==> src/rtl/apb_pkg.sv <==
// Shared types and constants for the APB4 master bridge.
// Holds the bus-cycle state encoding and the PPROT attribute bit positions.
package apb_pkg;

  typedef enum logic [1:0] {
    IDLE   = 2'b00,
    SETUP  = 2'b01,
    ACCESS = 2'b10
  } apb_state_e;

  // PPROT[0]: privileged, PPROT[1]: non-secure, PPROT[2]: instruction fetch
  localparam logic [2:0] PROT_PRIVILEGED  = 3'b001;
  localparam logic [2:0] PROT_NONSECURE   = 3'b010;
  localparam logic [2:0] PROT_INSTRUCTION = 3'b100;

endpackage

==> src/rtl/apb_bus.sv <==
// APB4 master bridge: turns a local request plus Transfer strobe into SETUP/ACCESS
// bus cycles and returns read data and slave-error status of the last completion.
module apb_bus
  import apb_pkg::*;
#(
  parameter int DATA_WIDTH   = 32,
  parameter int ADDR_WIDTH   = 32,
  parameter int STROBE_WIDTH = 4,
  parameter int SLAVES_NUM   = 2
) (
  input  logic                    PCLK,
  input  logic                    PRESETn,
  input  logic [ADDR_WIDTH-1:0]   ADDR_in,
  input  logic [DATA_WIDTH-1:0]   DATA_in,
  input  logic [2:0]              PROT_in,
  input  logic [SLAVES_NUM-1:0]   SEL_in,
  input  logic [STROBE_WIDTH-1:0] STROB_in,
  input  logic                    WRITE_in,
  input  logic                    Transfer,
  input  logic [DATA_WIDTH-1:0]   PRDATA,
  input  logic                    PREADY,
  input  logic                    PSLVERR,
  output logic [DATA_WIDTH-1:0]   DATA_out,
  output logic                    SLVERR_out,
  output logic [ADDR_WIDTH-1:0]   PADDR,
  output logic                    PWRITE,
  output logic [DATA_WIDTH-1:0]   PWDATA,
  output logic [STROBE_WIDTH-1:0] PSTRB,
  output logic [2:0]              PPROT,
  output logic [SLAVES_NUM-1:0]   PSEL,
  output logic                    PENABLE
);

  apb_state_e state_reg, state_next;

  logic [ADDR_WIDTH-1:0]   addr_reg;
  logic [DATA_WIDTH-1:0]   data_reg;
  logic [2:0]              prot_reg;
  logic [SLAVES_NUM-1:0]   sel_reg;
  logic [STROBE_WIDTH-1:0] strb_reg;
  logic                    write_reg;

  logic [DATA_WIDTH-1:0]   rdata_reg;
  logic                    slverr_reg;

  logic req_valid;
  logic complete;
  logic capture_en;

  assign req_valid  = Transfer && (SEL_in != '0);
  assign complete   = (state_reg == ACCESS) && PREADY;
  // Capture happens on exactly the edges that land in SETUP.
  assign capture_en = req_valid && ((state_reg == IDLE) || complete);

  always_ff @(posedge PCLK or negedge PRESETn) begin
    if (!PRESETn) begin
      state_reg <= IDLE;
    end else begin
      state_reg <= state_next;
    end
  end

  always_comb begin
    state_next = state_reg;
    PSEL       = '0;
    PENABLE    = 1'b0;
    case (state_reg)
      IDLE: begin
        if (req_valid) begin
          state_next = SETUP;
        end
      end
      SETUP: begin
        PSEL       = sel_reg;
        state_next = ACCESS;
      end
      ACCESS: begin
        PSEL    = sel_reg;
        PENABLE = 1'b1;
        if (PREADY) begin
          state_next = req_valid ? SETUP : IDLE;
        end
      end
      default: begin
        state_next = IDLE;
      end
    endcase
  end

  always_ff @(posedge PCLK or negedge PRESETn) begin
    if (!PRESETn) begin
      addr_reg  <= '0;
      data_reg  <= '0;
      prot_reg  <= '0;
      sel_reg   <= '0;
      strb_reg  <= '0;
      write_reg <= 1'b0;
    end else if (capture_en) begin
      addr_reg  <= ADDR_in;
      data_reg  <= DATA_in;
      prot_reg  <= PROT_in;
      sel_reg   <= SEL_in;
      strb_reg  <= STROB_in;
      write_reg <= WRITE_in;
    end
  end

  // Completion results persist until the next completion; writes keep old read data.
  always_ff @(posedge PCLK or negedge PRESETn) begin
    if (!PRESETn) begin
      rdata_reg  <= '0;
      slverr_reg <= 1'b0;
    end else if (complete) begin
      slverr_reg <= PSLVERR;
      if (!write_reg) begin
        rdata_reg <= PRDATA;
      end
    end
  end

  assign PADDR      = addr_reg;
  assign PWRITE     = write_reg;
  assign PPROT      = prot_reg;
  assign PWDATA     = write_reg ? data_reg : '0;
  assign PSTRB      = write_reg ? strb_reg : '0;
  assign DATA_out   = rdata_reg;
  assign SLVERR_out = slverr_reg;

endmodule

==> config.mk <==
export PLATFORM = sky130hd
export DESIGN_NAME = apb_bus
export DESIGN_NICKNAME = d
export VERILOG_FILES = /design/src/rtl/apb_pkg.sv /design/src/rtl/apb_bus.sv
export SDC_FILE = /design/constraint.sdc
export NUM_CORES = 1
export LEC_CHECK = 0
export CORE_ASPECT_RATIO = 0.5
export CORE_MARGIN = 2
export CORE_UTILIZATION = 38
export DETAILED_ROUTE_END_ITERATION = 12
export GPL_ROUTABILITY_DRIVEN = 1
export HOLD_SLACK_MARGIN = 0.02
export PLACE_DENSITY = 0.82
export SLEW_MARGIN = 20
export SYNTH_ARGS = -nofsm -noshare
export SYNTH_HDL_FRONTEND = slang
export SYNTH_SLANG_ARGS = --single-unit
==> constraint.sdc <==
create_clock -name PCLK -period 1.7 [get_ports PCLK]
set_input_delay 0.17 -clock PCLK [delete_from_list [all_inputs] [get_ports PCLK]]
set_output_delay 0.17 -clock PCLK [all_outputs]
set_load 0.01 [all_outputs]
* Word-level counts from Yosys, hierarchy flattened
Index checks and enable logic that the tools add are counted.
Storage, ports and cells: input port bits 111, output and inout bits 108, word-level logic and storage cells 31, register bits 109
Operators by class: eq/ne operators 4, mux-type cells 8, bitwise gates (word level) 1, reductions and logical operators 9
Operator list (count):
- 32-bit two-way mux | 1
- 2-bit two-way mux | 3
- 2-bit case mux with 3 select lines | 1
- 4-bit two-way mux | 1
- 2-bit inequality test, second input constant | 2
- 2-bit AND reduction | 2
- 1-bit logical AND | 3
- 2-bit by 1-bit == test with 1-bit output, second input constant | 1
- 2-bit == test, second input constant | 1
- 2-bit zero test | 1
- 1-bit two-way mux | 2
- 2-bit nonzero test | 1
- 2-bit OR reduction | 1
- 1-bit logical OR | 1
- 1-bit NOT | 1

* Logic depth before layout (Yosys ltp)
Gate-level depths: netlist (run 1).
depth after elaboration 5, depth in mapped cells 7, gate-level depth less buffers 5

* Worst setup path before layout (run 1)
No wires, ideal clock.
kind register -> register, start point register state_reg[0], end point register addr_reg[0], in the netlist PADDR[0], path buffers 2, required time 1575 ps, stages on the path, launching flop included 8, setup slack -23 ps, clock period less this slack 1723 ps, library setup time 125 ps, data arrival time 1598 ps, cell sequence dfrtp_1 -> inv_1 -> ha_1 -> a21oi_1 -> nor2_1 -> buf_4 -> buf_6 -> mux2_4
Between the ends: cells in the longest elaborated chain, start to end 4, elaborated cells between the ends (all ways) 5, those cells by class 1 x eq/ne; 4 x reduce/logical
Ends and longest elaborated chain:
- from (decl) | line apb_bus.sv:34 | apb_state_e state_reg, state_next;
- from (signal assigned) | line apb_bus.sv:59 | state_reg <= state_next;
- 2-bit == test | line apb_bus.sv:51 | assign complete = (state_reg == ACCESS) && PREADY;
- 1-bit logical AND | line apb_bus.sv:51
- 1-bit logical OR (*) | line apb_bus.sv:53 | assign capture_en = req_valid && ((state_reg == IDLE) || complete);
- 1-bit logical AND (*) | line apb_bus.sv:53
- to (signal assigned) | line apb_bus.sv:99 | addr_reg <= ADDR_in;
- to (decl) | line apb_bus.sv:36 | logic [ADDR_WIDTH-1:0] addr_reg;
Every way passes the cells marked *; elsewhere a longest branch is shown, timed or not. A chain may end at the register's enable or synchronous reset.

* Worst setup path after layout (run 1)
start point register state_reg[0], end point register data_reg[15]
Between the ends: cells in the longest elaborated chain, start to end 4, elaborated cells between the ends (all ways) 5, those cells by class 1 x eq/ne; 4 x reduce/logical
Ends and longest elaborated chain:
- 2-bit == test | line apb_bus.sv:51
- 1-bit logical AND | line apb_bus.sv:51
- 1-bit logical OR (*) | line apb_bus.sv:53
- 1-bit logical AND (*) | line apb_bus.sv:53
- to (signal assigned) | line apb_bus.sv:100 | data_reg <= DATA_in;
- to (decl) | line apb_bus.sv:37 | logic [DATA_WIDTH-1:0] data_reg;
Marked as above.

==> flow_metrics.py, run 1 <==
metrics = {
    "status": {
        "outcome": "finished, violations left",
        "violations": "negative setup slack",
    },
    "clocking": {
        "clk_pin_slew_ns": 0.07,
        "cts_buffers": 9,
        "htreeDepth": 3,
        "root_buffer": "clkbuf_16",
        "cts_sinks": 109,
        "cts_tree": "yes",
        "clock_latency_ns": 0.34,
        "clock_path_buffers": 2,
    },
    "min_path": {
        "min_path_type": "primary input to asynchronous set/reset pin",
    },
    "worst_setup_path": {
        "crit_family": "buffers and inverters",
        "slowest_stage": "dfrtp_1",
        "crit_path_end_kind": "register",
        "worstPathRequired_ns": 1.92,
        "startpoint_type": "register",
        "critPathMaxFanout": 4,
        "r2r_cells": 9,
        "cp.depth": 9,
        "path_cells": "inv_2 > buf_6 > ha_4 > a21oi_4 > nor2_4 > buf_12 > buf_12 > buf_8 > mux2_4",
        "path_common_cell": "buf_12",
        "critPathMaxStageDelay_ns": 0.39,
        "cp.arrival_ns": 2.05,
        "cp.buffers_inverters": 5,
        "path_class": "register to register",
    },
    "cells_and_area": {
        "final_util_pct": 65.99,
        "multiInputGateArea_sq_mm": 0.001981,
        "fin_nets": 657,
        "drive_gt1_share_pct": 32.18,
        "final_cells": 712,
        "seq_area_sq_mm": 0.002728,
        "nFillCells": 852,
        "finalInstanceArea_sq_mm": 0.007976,
        "area_growth_pct": 65.71,
        "n_antenna_cell": 0,
    },
    "place": {
        "place_congestion": 0.7719,
        "placed_cell_area_sq_mm": 0.007283,
        "dpl.hpwl_mm": 8.601,
        "dp_cells": 673,
        "io_buffers": 218,
    },
    "synthesis": {
        "synth_edf_count": 0,
        "synth_commonest_cells": "109 x dfrtp_1, 90 x mux2_4, 38 x and2_1, 18 x mux2_2, 7 x buf_6",
        "synth.most_common_cell": "dfrtp_1",
        "synth_async_sr_flop_share_pct": 100.0,
        "netlist_area_sq_mm": 0.004813,
        "netlist_instances": 289,
        "yosys-top-cells-area": "dfrtp_1 57%, mux2_4 28%, and2_1 4.9%, mux2_2 4.2%, buf_6 1.6%",
        "ys_seq_area_share_pct": 56.67,
        "syn-num-nets": 404,
        "synthDistinctLibCells": 21,
        "yosys.area.top_type": "dfrtp_1",
        "ys_warn_count": 0,
        "synthFlopType": "dfrtp_1",
        "ys_ff_latch": 109,
        "synth_area_per_cell_sq_um": 16.66,
        "synth_top_area_share_pct": 56.67,
    },
    "drt": {
        "routedWlPerCell_um": 18.44,
        "drc": 0,
        "wirelength_mm": 13.13,
        "drt_iter0_drc": 177,
        "ant_nets": 0,
        "dr_total_vias": 3264,
        "viasPerCell": 4.584,
        "drt_first_pass_iters": 4,
    },
    "floorplanning": {
        "start_util_pct": 39.82,
        "ios": 219,
        "die_h_um": 83.59,
        "core-area_sq_mm": 0.01209,
        "rows": 28,
        "fp.dieArea_sq_mm": 0.01364,
        "die_x_um": 163.2,
    },
    "power_and_ir_drop": {
        "power_density_mw_per_mm2": 1767,
        "ir_drop_mv": 0.6986,
        "p_total_uw": 14100,
        "leakage_uw": 0.003701,
    },
    "grt": {
        "grt_pass1_wl_mm": 20.15,
        "antenna_found_initial": 0,
        "groute.usage.overall_pct": 19.20,
        "grt_pass1_vias": 3540,
        "grt_max_degree": 47,
        "grt_overflow": 0,
    },
    "sta": {
        "skew_ns": 0.007247,
        "slew-limit-headroom_pct": 65.50,
        "rsz0062_at_grt": "true",
        "min_period_ns": 1.833,
        "drv_slew": 0,
        "worst_pin_slew_ns": 0.5174,
        "setup_viol": 103,
        "timing.final.ws_setup_ns": -0.1326,
        "fmax_mhz": 545.7,
        "fin_crit_sh_pct": 107.8,
        "hold_viol_final": 0,
    },
    "job": {
        "max_cap_violations": 0,
    },
}
repair_timing:
item / 4_1_cts / 5_1_grt
endpoints found under the setup margin: 138 / 108
pin swaps: 3 / 2
setup buffers: 14 / 2
hold buffers: 1 / 0
gates cloned: 8 / 3
resized for setup: 72 / 12
hold endpoints to repair: 35 / 0
cell type report:
class	instances	area share, %
Clock buffer	11	3.043
Clock inverter	5	0.4549
Inverter	2	0.09412
Multi-Input combinational cell	162	24.83
Sequential cell	109	34.20
Tap cell	165	2.588
Timing Repair Buffer	258	34.79
kinds of logic (layout without fill, tap and decap cells):
group	Yosys count	after routing	synth area share, %
buffers and inverters	18	276	3.613
AOI/OAI and AO/OA	4	4	0.5719
adders and majority gates	4	4	1.040
muxes	108	108	32.28
DFF	109	109	56.67
and+or+nand+nor	46	46	5.823
layout by cell type (no fill, tap or decap), drive strengths merged:
cell type        n
a211o            1
nor2             1
nand2            2
inv              2
clkdlybuf4s50  177
nor2b            1
o21ai            1
mux2           108
dlygate4sd2     36
or2              1
dlygate4sd3      1
clkinvlp         3
clkinv           2
buf             40
and2            38
dfrtp          109
dlymetal6s2s     1
nand2b           1
nand3            2
a21oi            2
ha               4
clkbuf          14
where the power goes:
part | internal (uW) | switching [uW]
registers | 3910 | 759
clock network | 1040 | 937
logic | 4870 | 2590
metrics by stage:
stage                     setup slack [ns]  TNS [ns]  hold slack (ns)
after global routing               -0.1533    -10.40           0.3868
after detailed placement          -0.06517   -0.9448           0.1787
after global placement            -0.01468  -0.08172           0.1783
final                              -0.1326    -7.279           0.3450
after floorplan                    0.01999         0          -0.1256
after CTS                         -0.04138    -1.393           0.3541
worst paths after layout:
check	end	slack, ns	startpoint
worst max-delay path	data_reg[15]$_DFFE_PN0P_	-0.13	state_reg[0]$_DFFE_PN0P_
worst min-delay path	PADDR[2]$_DFFE_PN0P_	0.34	PRESETn
worst max register to register	data_reg[15]$_DFFE_PN0P_	-0.13	state_reg[0]$_DFFE_PN0P_
worst min register to register	strb_reg[2]$_DFFE_PN0P_	0.50	strb_reg[2]$_DFFE_PN0P_
max in group asynchronous	DATA_out[17]$_DFFE_PN0P_	0.71	PRESETn
min in group PCLK	data_reg[11]$_DFFE_PN0P_	0.44	DATA_in[11]
per-layer routing:
layer	part of all wire [%]	routed length [um]	global-route usage, %
met4	1.6	209	5.229
met3	3.8	505	4.570
met1	42	5456	23.56
met5	0	0	0
met2	53	6957	33.83
worst reg2reg max path, delay by kind of cell, from the launching register on:
family,cells,cell delay (ns)
buf+inv,5,0.62
flops,1,0.39
mux,1,0.30
fa+ha+maj,1,0.17
compound gates,1,0.17
simple gates,1,0.08
(Power assumes the default switching activity.)
==> run 2, diff against run 1 <==
- PLACE_DENSITY: 0.82 -> 0.77
==> run 2 against run 1 <==
  * The run still ends with negative setup slack left
  * Power decreased by 2.2%
  * Critical path depth decreased by 2
  * Sequential share of layout area increased by 1.2 points
  * Flip-flop and latch count unchanged
  * Combinational power decreased by 5.4%
  * Register-to-register slack improved by 0.11 ns
  * Worst setup slack improved by 0.11 ns
  * Design area decreased by 3.4%
  * Wire length decreased by 3.9%
  * Die area unchanged
  * Critical path type unchanged
  * Highest routed layer unchanged
==> flow_metrics.py, run 2 (synthesized netlist as in run 1, its figures left out) <==
metrics = {
    "status": {
        "outcome": "finished, violations left",
        "violations": "negative setup slack",
    },
    "worst_setup_path": {
        "startpoint_type": "register",
        "slowest_stage": "dfrtp_1",
        "critPathMaxFanout": 16,
        "path_cells": "inv_2 > ha_2 > a21oi_4 > nor2_4 > buf_4 > buf_16 > mux2_4",
        "critPathLaunch": "state_reg[0]$_DFFE_PN0P_",
        "cp.arrival_ns": 1.95,
        "critPathMaxStageDelay_ns": 0.40,
        "r2r_end": "data_reg[29]$_DFFE_PN0P_",
        "crit_path_end_kind": "register",
        "timing.reg2reg.setup_slack_ns": -0.02,
        "path_class": "register to register",
        "r2r_cells": 7,
        "worstPathRequired_ns": 1.93,
        "r2r_start": "state_reg[0]$_DFFE_PN0P_",
    },
    "power_and_ir_drop": {
        "power_density_mw_per_mm2": 1788,
        "leakage_uw": 0.003584,
        "ir_drop_mv": 0.6993,
    },
    "clocking": {
        "clock_latency_ns": 0.34,
        "htreeDepth": 3,
        "clk_pin_slew_ns": 0.07,
        "cts_sinks": 109,
        "root_buffer": "clkbuf_16",
        "cts_buffers": 9,
        "clock_path_buffers": 2,
        "cts_tree": "yes",
    },
    "floorplanning": {
        "die_x_um": 163.2,
        "die_h_um": 83.59,
        "rows": 28,
        "start_util_pct": 39.82,
        "fp.dieArea_sq_mm": 0.01364,
        "ios": 219,
        "core-area_sq_mm": 0.01209,
    },
    "min_path": {
        "min_path_type": "primary input to asynchronous set/reset pin",
    },
    "drt": {
        "met1Wirelength_mm": 5.338,
        "ant_nets": 0,
        "drt_iter0_drc": 123,
        "dr_total_vias": 3137,
        "viasPerCell": 4.507,
        "route.met2.wl_mm": 6.641,
        "routedWlPerCell_um": 18.12,
        "wl_met3_um": 385,
        "drc": 0,
        "maxUsedRoutingLayer": "met4",
        "drt_first_pass_iters": 4,
        "wirelength_mm": 12.61,
    },
    "grt": {
        "grt_pass1_wl_mm": 18.93,
        "grt_pass1_vias": 3347,
        "groute.usage.overall_pct": 18.01,
        "grt_max_degree": 52,
        "grt_overflow": 0,
        "antenna_found_initial": 0,
    },
    "sta": {
        "hold_viol_final": 0,
        "fmax_mhz": 581.1,
        "worst_pin_slew_ns": 0.3011,
        "min_period_ns": 1.721,
        "setup_viol": 37,
        "fin_crit_sh_pct": 101.2,
        "slew-limit-headroom_pct": 79.93,
        "tns_ns": -0.4944,
        "rsz0062_at_grt": "true",
        "timing.final.ws_setup_ns": -0.02075,
        "drv_slew": 0,
        "skew_ns": 0.003786,
    },
    "cells_and_area": {
        "n_antenna_cell": 0,
        "area_growth_pct": 60.12,
        "multiInputGateArea_sq_mm": 0.001948,
        "seq_area_sq_mm": 0.002729,
        "fin_nets": 643,
        "final_cells": 696,
        "final_cell_mix": "177 x clkdlybuf4s50_1, 108 x dfrtp_1, 90 x mux2_4",
        "final_common_cell": "clkdlybuf4s50_1",
        "drive_gt1_share_pct": 29.57,
        "nFillCells": 930,
    },
    "place": {
        "dpl.hpwl_mm": 8.543,
        "io_buffers": 218,
        "place_congestion": 0.8042,
        "dp_cells": 669,
    },
    "job": {
        "max_cap_violations": 0,
    },
}
==> run 2: worst max-delay path by stage <==
stage | to | slack, ns
after floorplan | DATA_out[10]$_DFFE_PN0P_ | 0.02
after global placement | PADDR[17]$_DFFE_PN0P_ | -0.02
after detailed placement | PADDR[17]$_DFFE_PN0P_ | -0.06
after CTS | sel_reg[1]$_DFFE_PN0P_ | -0.12
after global routing | PPROT[1]$_DFFE_PN0P_ | -0.1
final | data_reg[29]$_DFFE_PN0P_ | -0.02
==> run 2: routing by layer <==
metal	vias to the layer above	global-route usage [%]
met5	-	0
met4	0	5.551
met3	17	4.123
met2	74	31.95
met1	1583	21.76
li1	1463	-
==> run 2: cell type report <==
cell class                      count  share of cell area, %
Clock buffer                       12                  3.198
Clock inverter                      2                 0.4545
Inverter                            2                0.09740
Multi-Input combinational cell    162                  25.28
Sequential cell                   109                  35.41
Tap cell                          165                  2.679
Timing Repair Buffer              244                  32.89
==> run 2: timing repair <==
item,in CTS,in global routing
cloned,2,6
pin swaps,0,2
endpoints found under the hold margin,19,0
endpoints found under the setup margin,45,109
hold buffers,1,0
resized for setup,40,12
setup buffers,2,2
==> run 2: stage by stage <==
stage	area, sq um	power, uW	setup WS, ns	hold WS (ns)	util, %
after detailed placement	7216	11620	-0.05821	0.08423	59.70
after CTS	7540	13590	-0.1201	0.2573	62.38
after global routing	7707	14510	-0.09686	0.2910	63.77
after floorplan	4816	8083	0.01999	-0.1256	-
final	7707	13780	-0.02075	0.2552	63.77
after global placement	7216	11490	-0.02168	0.08156	59.70
==> run 2: critical path, delay by kind of cell (launching register included) <==
kind / cells / cell delay [ns]
buffers and inverters: 3 / 0.45
DFF: 1 / 0.40
muxes: 1 / 0.31
adders and majority gates: 1 / 0.21
and+or+nand+nor: 1 / 0.20
AOI/OAI and AO/OA: 1 / 0.04
==> run 2: report_power, final <==
group	total (uW)	switching, uW	internal (uW)
sequential	4680	768	3910
clock	2050	886	1170
combinational	7050	2440	4610
==> run 3, diff against run 2 <==
- CELL_PAD_IN_SITES_DETAIL_PLACEMENT: unset -> 1
- CELL_PAD_IN_SITES_GLOBAL_PLACEMENT: unset -> 1
- CORE_UTILIZATION: 38 -> 30
- PLACE_DENSITY: 0.77 -> unset
- PLACE_DENSITY_LB_ADDON: unset -> 0.1
==> run 3 against run 2 <==
  * The flow now finishes without violations
  * Utilization decreased by 14 points
  * Worst hold slack improved by 0.078 ns
  * Sequential power decreased by 2%
  * Combinational power decreased by 2%
  * Critical endpoint is now PPROT[2]$_DFFE_PN0P_
==> flow_metrics.py, run 3 (synthesized netlist as in run 1, its figures left out) <==
metrics = {
    "drt": {
        "ant_nets": 0,
        "routedWlPerCell_um": 16.96,
        "viasPerCell": 4.333,
        "dr_total_vias": 3202,
        "drc": 0,
        "drt_first_pass_iters": 4,
        "drt_iter0_drc": 54,
        "wirelength_mm": 12.54,
    },
    "grt": {
        "antenna_found_initial": 0,
        "grt_overflow": 0,
        "grt_pass1_vias": 3589,
        "groute.usage.overall_pct": 14.77,
        "grt_max_degree": 41,
        "grt_pass1_wl_mm": 19.35,
    },
    "status": {
        "outcome": "finished, final reports clean",
    },
    "sta": {
        "slew-limit-headroom_pct": 66.25,
        "holdWs_ns": 0.3329,
        "fmax_mhz": 589.4,
        "drv_slew": 0,
        "worst_pin_slew_ns": 0.5063,
        "hold_viol_final": 0,
        "rsz0062_at_grt": "true",
        "skew_ns": 0.009097,
        "tns_ns": 0,
        "fin_crit_sh_pct": 99.80,
        "setup_viol": 0,
        "min_period_ns": 1.697,
    },
    "cells_and_area": {
        "finalInstanceArea_sq_mm": 0.007774,
        "final_util_pct": 50.04,
        "final_cell_mix": "177 x clkdlybuf4s50_1, 109 x dfrtp_1, 90 x mux2_4",
        "area_growth_pct": 61.50,
        "final_cells": 739,
        "fin_nets": 646,
        "final_common_cell": "clkdlybuf4s50_1",
        "n_antenna_cell": 0,
        "drive_gt1_share_pct": 29.91,
    },
    "clocking": {
        "clock_latency_ns": 0.35,
        "clock_path_buffers": 2,
        "htreeDepth": 3,
        "cts_buffers": 9,
        "root_buffer": "clkbuf_16",
        "cts_tree": "yes",
        "cts_sinks": 109,
        "clk_pin_slew_ns": 0.07,
    },
    "power_and_ir_drop": {
        "leakage_uw": 0.003577,
        "ir_drop_mv": 0.6321,
        "power_density_mw_per_mm2": 1753,
    },
    "worst_setup_path": {
        "critPathMaxFanout": 5,
        "r2r_end": "PPROT[2]$_DFFE_PN0P_",
        "startpoint_type": "register",
        "cp.arrival_ns": 1.92,
        "path_class": "register to register",
        "r2r_cells": 8,
        "worstPathRequired_ns": 1.93,
        "crit_path_end_kind": "register",
        "r2r_start": "state_reg[1]$_DFFE_PN0P_",
        "timing.reg2reg.setup_slack_ns": 0.003,
    },
    "place": {
        "place_congestion": 0.7171,
        "placed_cell_area_sq_mm": 0.007274,
        "io_buffers": 218,
        "dpl.hpwl_mm": 8.583,
        "dp_cells": 711,
    },
    "floorplanning": {
        "core-area_sq_mm": 0.01553,
        "rows": 32,
        "start_util_pct": 30.98,
        "fp.dieArea_sq_mm": 0.01714,
        "die_x_um": 183.1,
        "die_h_um": 93.57,
        "ios": 219,
    },
    "job": {
        "max_cap_violations": 0,
    },
    "min_path": {
        "min_path_type": "primary input to asynchronous set/reset pin",
    },
}
==> run 3: cell count changes in the layout (fill, tap and decap cells not counted), moves of 2 or more <==
cell / delta
buf_6: +3
clkbuf_16: -3
buf_4: +2
buf_16: +3
==> run 3: stage by stage <==
step | total power [uW] | worst slack [ns]
floorplan | 8083 | 0.01999
global placement | 11550 | -0.04907
detailed placement | 11620 | -0.08518
CTS | 13770 | -0.001700
global route | 14490 | -0.05081
finish | 13630 | 0.003383
==> run 3: report_power, final <==
group	internal (uW)	switching [uW]	total [uW]
combinational	4520	2390	6910
sequential	3910	697	4600
clock	1180	938	2120
==> run 3: how the worst max path moves through the flow <==
stage	from	endpoint	cells after the start
5_1_grt	state_reg[0]$_DFFE_PN0P_	PADDR[29]$_DFFE_PN0P_	8
4_1_cts	state_reg[1]$_DFFE_PN0P_	data_reg[0]$_DFFE_PN0P_	8
3_3_place_gp	PREADY	data_reg[14]$_DFFE_PN0P_	5
2_1_floorplan	state_reg[0]$_DFFE_PN0P_	DATA_out[10]$_DFFE_PN0P_	7
3_5_place_dp	PREADY	data_reg[11]$_DFFE_PN0P_	5
6_report	state_reg[1]$_DFFE_PN0P_	PPROT[2]$_DFFE_PN0P_	8
==> run 3: worst max-delay path, stage by stage (launching register included) <==
cell and delay, ns:
dfrtp_1 0.43, inv_2 0.08, ha_4 0.16, a21oi_2 0.15, nor2_4 0.07, buf_6 0.15
buf_6 0.12, buf_12 0.13, mux2_4 0.29
==> run 3: layout make-up <==
cell class / count / area, sq um
Multi-Input combinational cell: 162 / 1951
Clock inverter: 3 / 46.29
Fill cell: 1537 / 7761
Tap cell: 204 / 255.2
Sequential cell: 109 / 2728
Clock buffer: 12 / 246.5
Timing Repair Buffer: 247 / 2540
Inverter: 2 / 7.507
==> run 3: timing repair <==
action                                  4_1_cts  5_1_grt
hold endpoints to repair                     31        0
pin swaps                                     2        1
buffers inserted                              6        0
endpoints found under the setup margin      121       70
hold buffers                                  1        0
gates cloned                                  3        3
gates resized for setup                      55        5
==> run 3: routing by layer <==
layer / vias to the layer above / share of wire [%] / GRT usage, % / wire length [um]
li1: 1464 / - / - / -
met1: 1622 / 44 / 17.99 / 5578
met2: 106 / 49 / 25.54 / 6081
met3: 10 / 6.2 / 5.023 / 781
met4: 0 / 0.77 / 3.200 / 96
met5: - / 0 / 0 / 0
==> patch, RTL diff (config.mk and constraints of run 2) <==
Put one more register stage on the output `SLVERR_out`, cleared by the reset. The value now appears one clock later. The other outputs are not delayed to match.
--- a/src/rtl/apb_bus.sv
+++ b/src/rtl/apb_bus.sv
@@ -125,5 +125,11 @@
   assign PSTRB      = write_reg ? strb_reg : '0;
   assign DATA_out   = rdata_reg;
-  assign SLVERR_out = slverr_reg;
+  always_ff @(posedge PCLK or negedge PRESETn) begin
+    if (!PRESETn) begin
+      SLVERR_out <= '0;
+    end else begin
+      SLVERR_out <= slverr_reg;
+    end
+  end
 
 endmodule
Formal check against the unedited RTL: not equivalent (Yosys sat finds a counterexample within 4 cycles, from zero or initial values and one cycle with PRESETn low).
==> patch against run 2 <==
Non-clock buffer count up 5; worst hold slack improved by 0.017 ns; via count rose by 2.5%; area after synthesis up 0.94%; clock skew is 0.0047 ns higher; cell count rose by 2.2%; routed wire length is 1.7% lower; total power fell by 0.90%; synthesized cell count grew 1.0%; critical path depth did not move; final area increased by 0.57%; sequential cell count increased by 1; setup slack improved by 0.068 ns; sequential power is essentially flat; largest cell class unchanged; highest routed layer unchanged.
==> patch: results (changes against run 2) <==
* Status: complete, no violations (was finished with violations)
* Yosys top cell area share at 56.7% (about the same)
* Worst EP arrival at 1.88 ns (was 1.95 ns)
* Global-route wire length before repair at 18900 µm (about the same)
* Reg2reg setup slack at 0.05 ns (was -0.02 ns)
* Critical Path End: data_reg[8] (was data_reg[29])
* Leakage power at 3.59 nW (was 3.58 nW)
* PostCTS Resize Cnt at 41 (was 40)
* Post-Place Cell Area at 7370 µm² (was 7220 µm²)
* Tot GR Track Use at 17.7% (was 18.0%)
* Metal2 WL at 6750 µm (was 6640 µm)
* GRT met2 Usage at 31.9% (was 32.0%)
* Syn Nets at 408 (was 404)
* Post-DP HPWL at 8870 µm (was 8540 µm)
* Pin count of the biggest net entering global routing at 48 (was 52)
* DRT Pass-1 Iters at 3 (was 4)
* Mean Syn Cell Area at 16.6 µm² (was 16.7 µm²)
* Met1 Wirelength at 5090 µm (was 5340 µm)
* Post-Synth Adder-Cell Area at 1.29% (was 1.04%)
* Met3 Resource Use GR at 3.43% (was 4.12%)
* Dpl ws at -0.0187 ns (was -0.0582 ns)
* Vias in the first global route at 3472 (was 3347)
* Most area-consuming cells after synthesis: dfrtp_1 (57%), mux2_4 (28%), and2_1 (4.9%) (unchanged)
* Min Hold Slack at 0.273 ns (was 0.255 ns)
* DR vias at 3215 (was 3137)
## patch: cell types whose count changed after synthesis, sizes merged
cell,run 2,this run
and2b,0,1
ha,4,5
nor2b,1,0
nand2,2,3
dfrtp,109,110
## patch: power groups by stage
stage          logic [mW]  registers (mW)  clock network (mW)
2_1_floorplan        3.17            4.96                   0
3_3_place_gp         7.02            4.66                   0
3_5_place_dp         7.14            4.69                   0
4_1_cts              6.86            4.69                2.07
5_1_grt              7.35            4.85                2.17
6_report             6.96            4.69                2.01
## patch: cell type report
class / count / area (µm²)
clock inverter: 7 / 52.6
multi-input combinational: 164 / 1970
timing repair buffer: 249 / 2530
tap: 170 / 213
fill: 1005 / 4800
sequential: 110 / 2750
inverter: 2 / 7.51
clock buffer: 9 / 225
## patch: worst min path at each step
stage	end	cells past startpoint
after global placement	strb_reg[2]	1
after floorplan	DATA_out[0]	0
after CTS	data_reg[17]	2
after detailed placement	strb_reg[2]	1
after global routing	PADDR[14]	2
final	strb_reg[2]	2
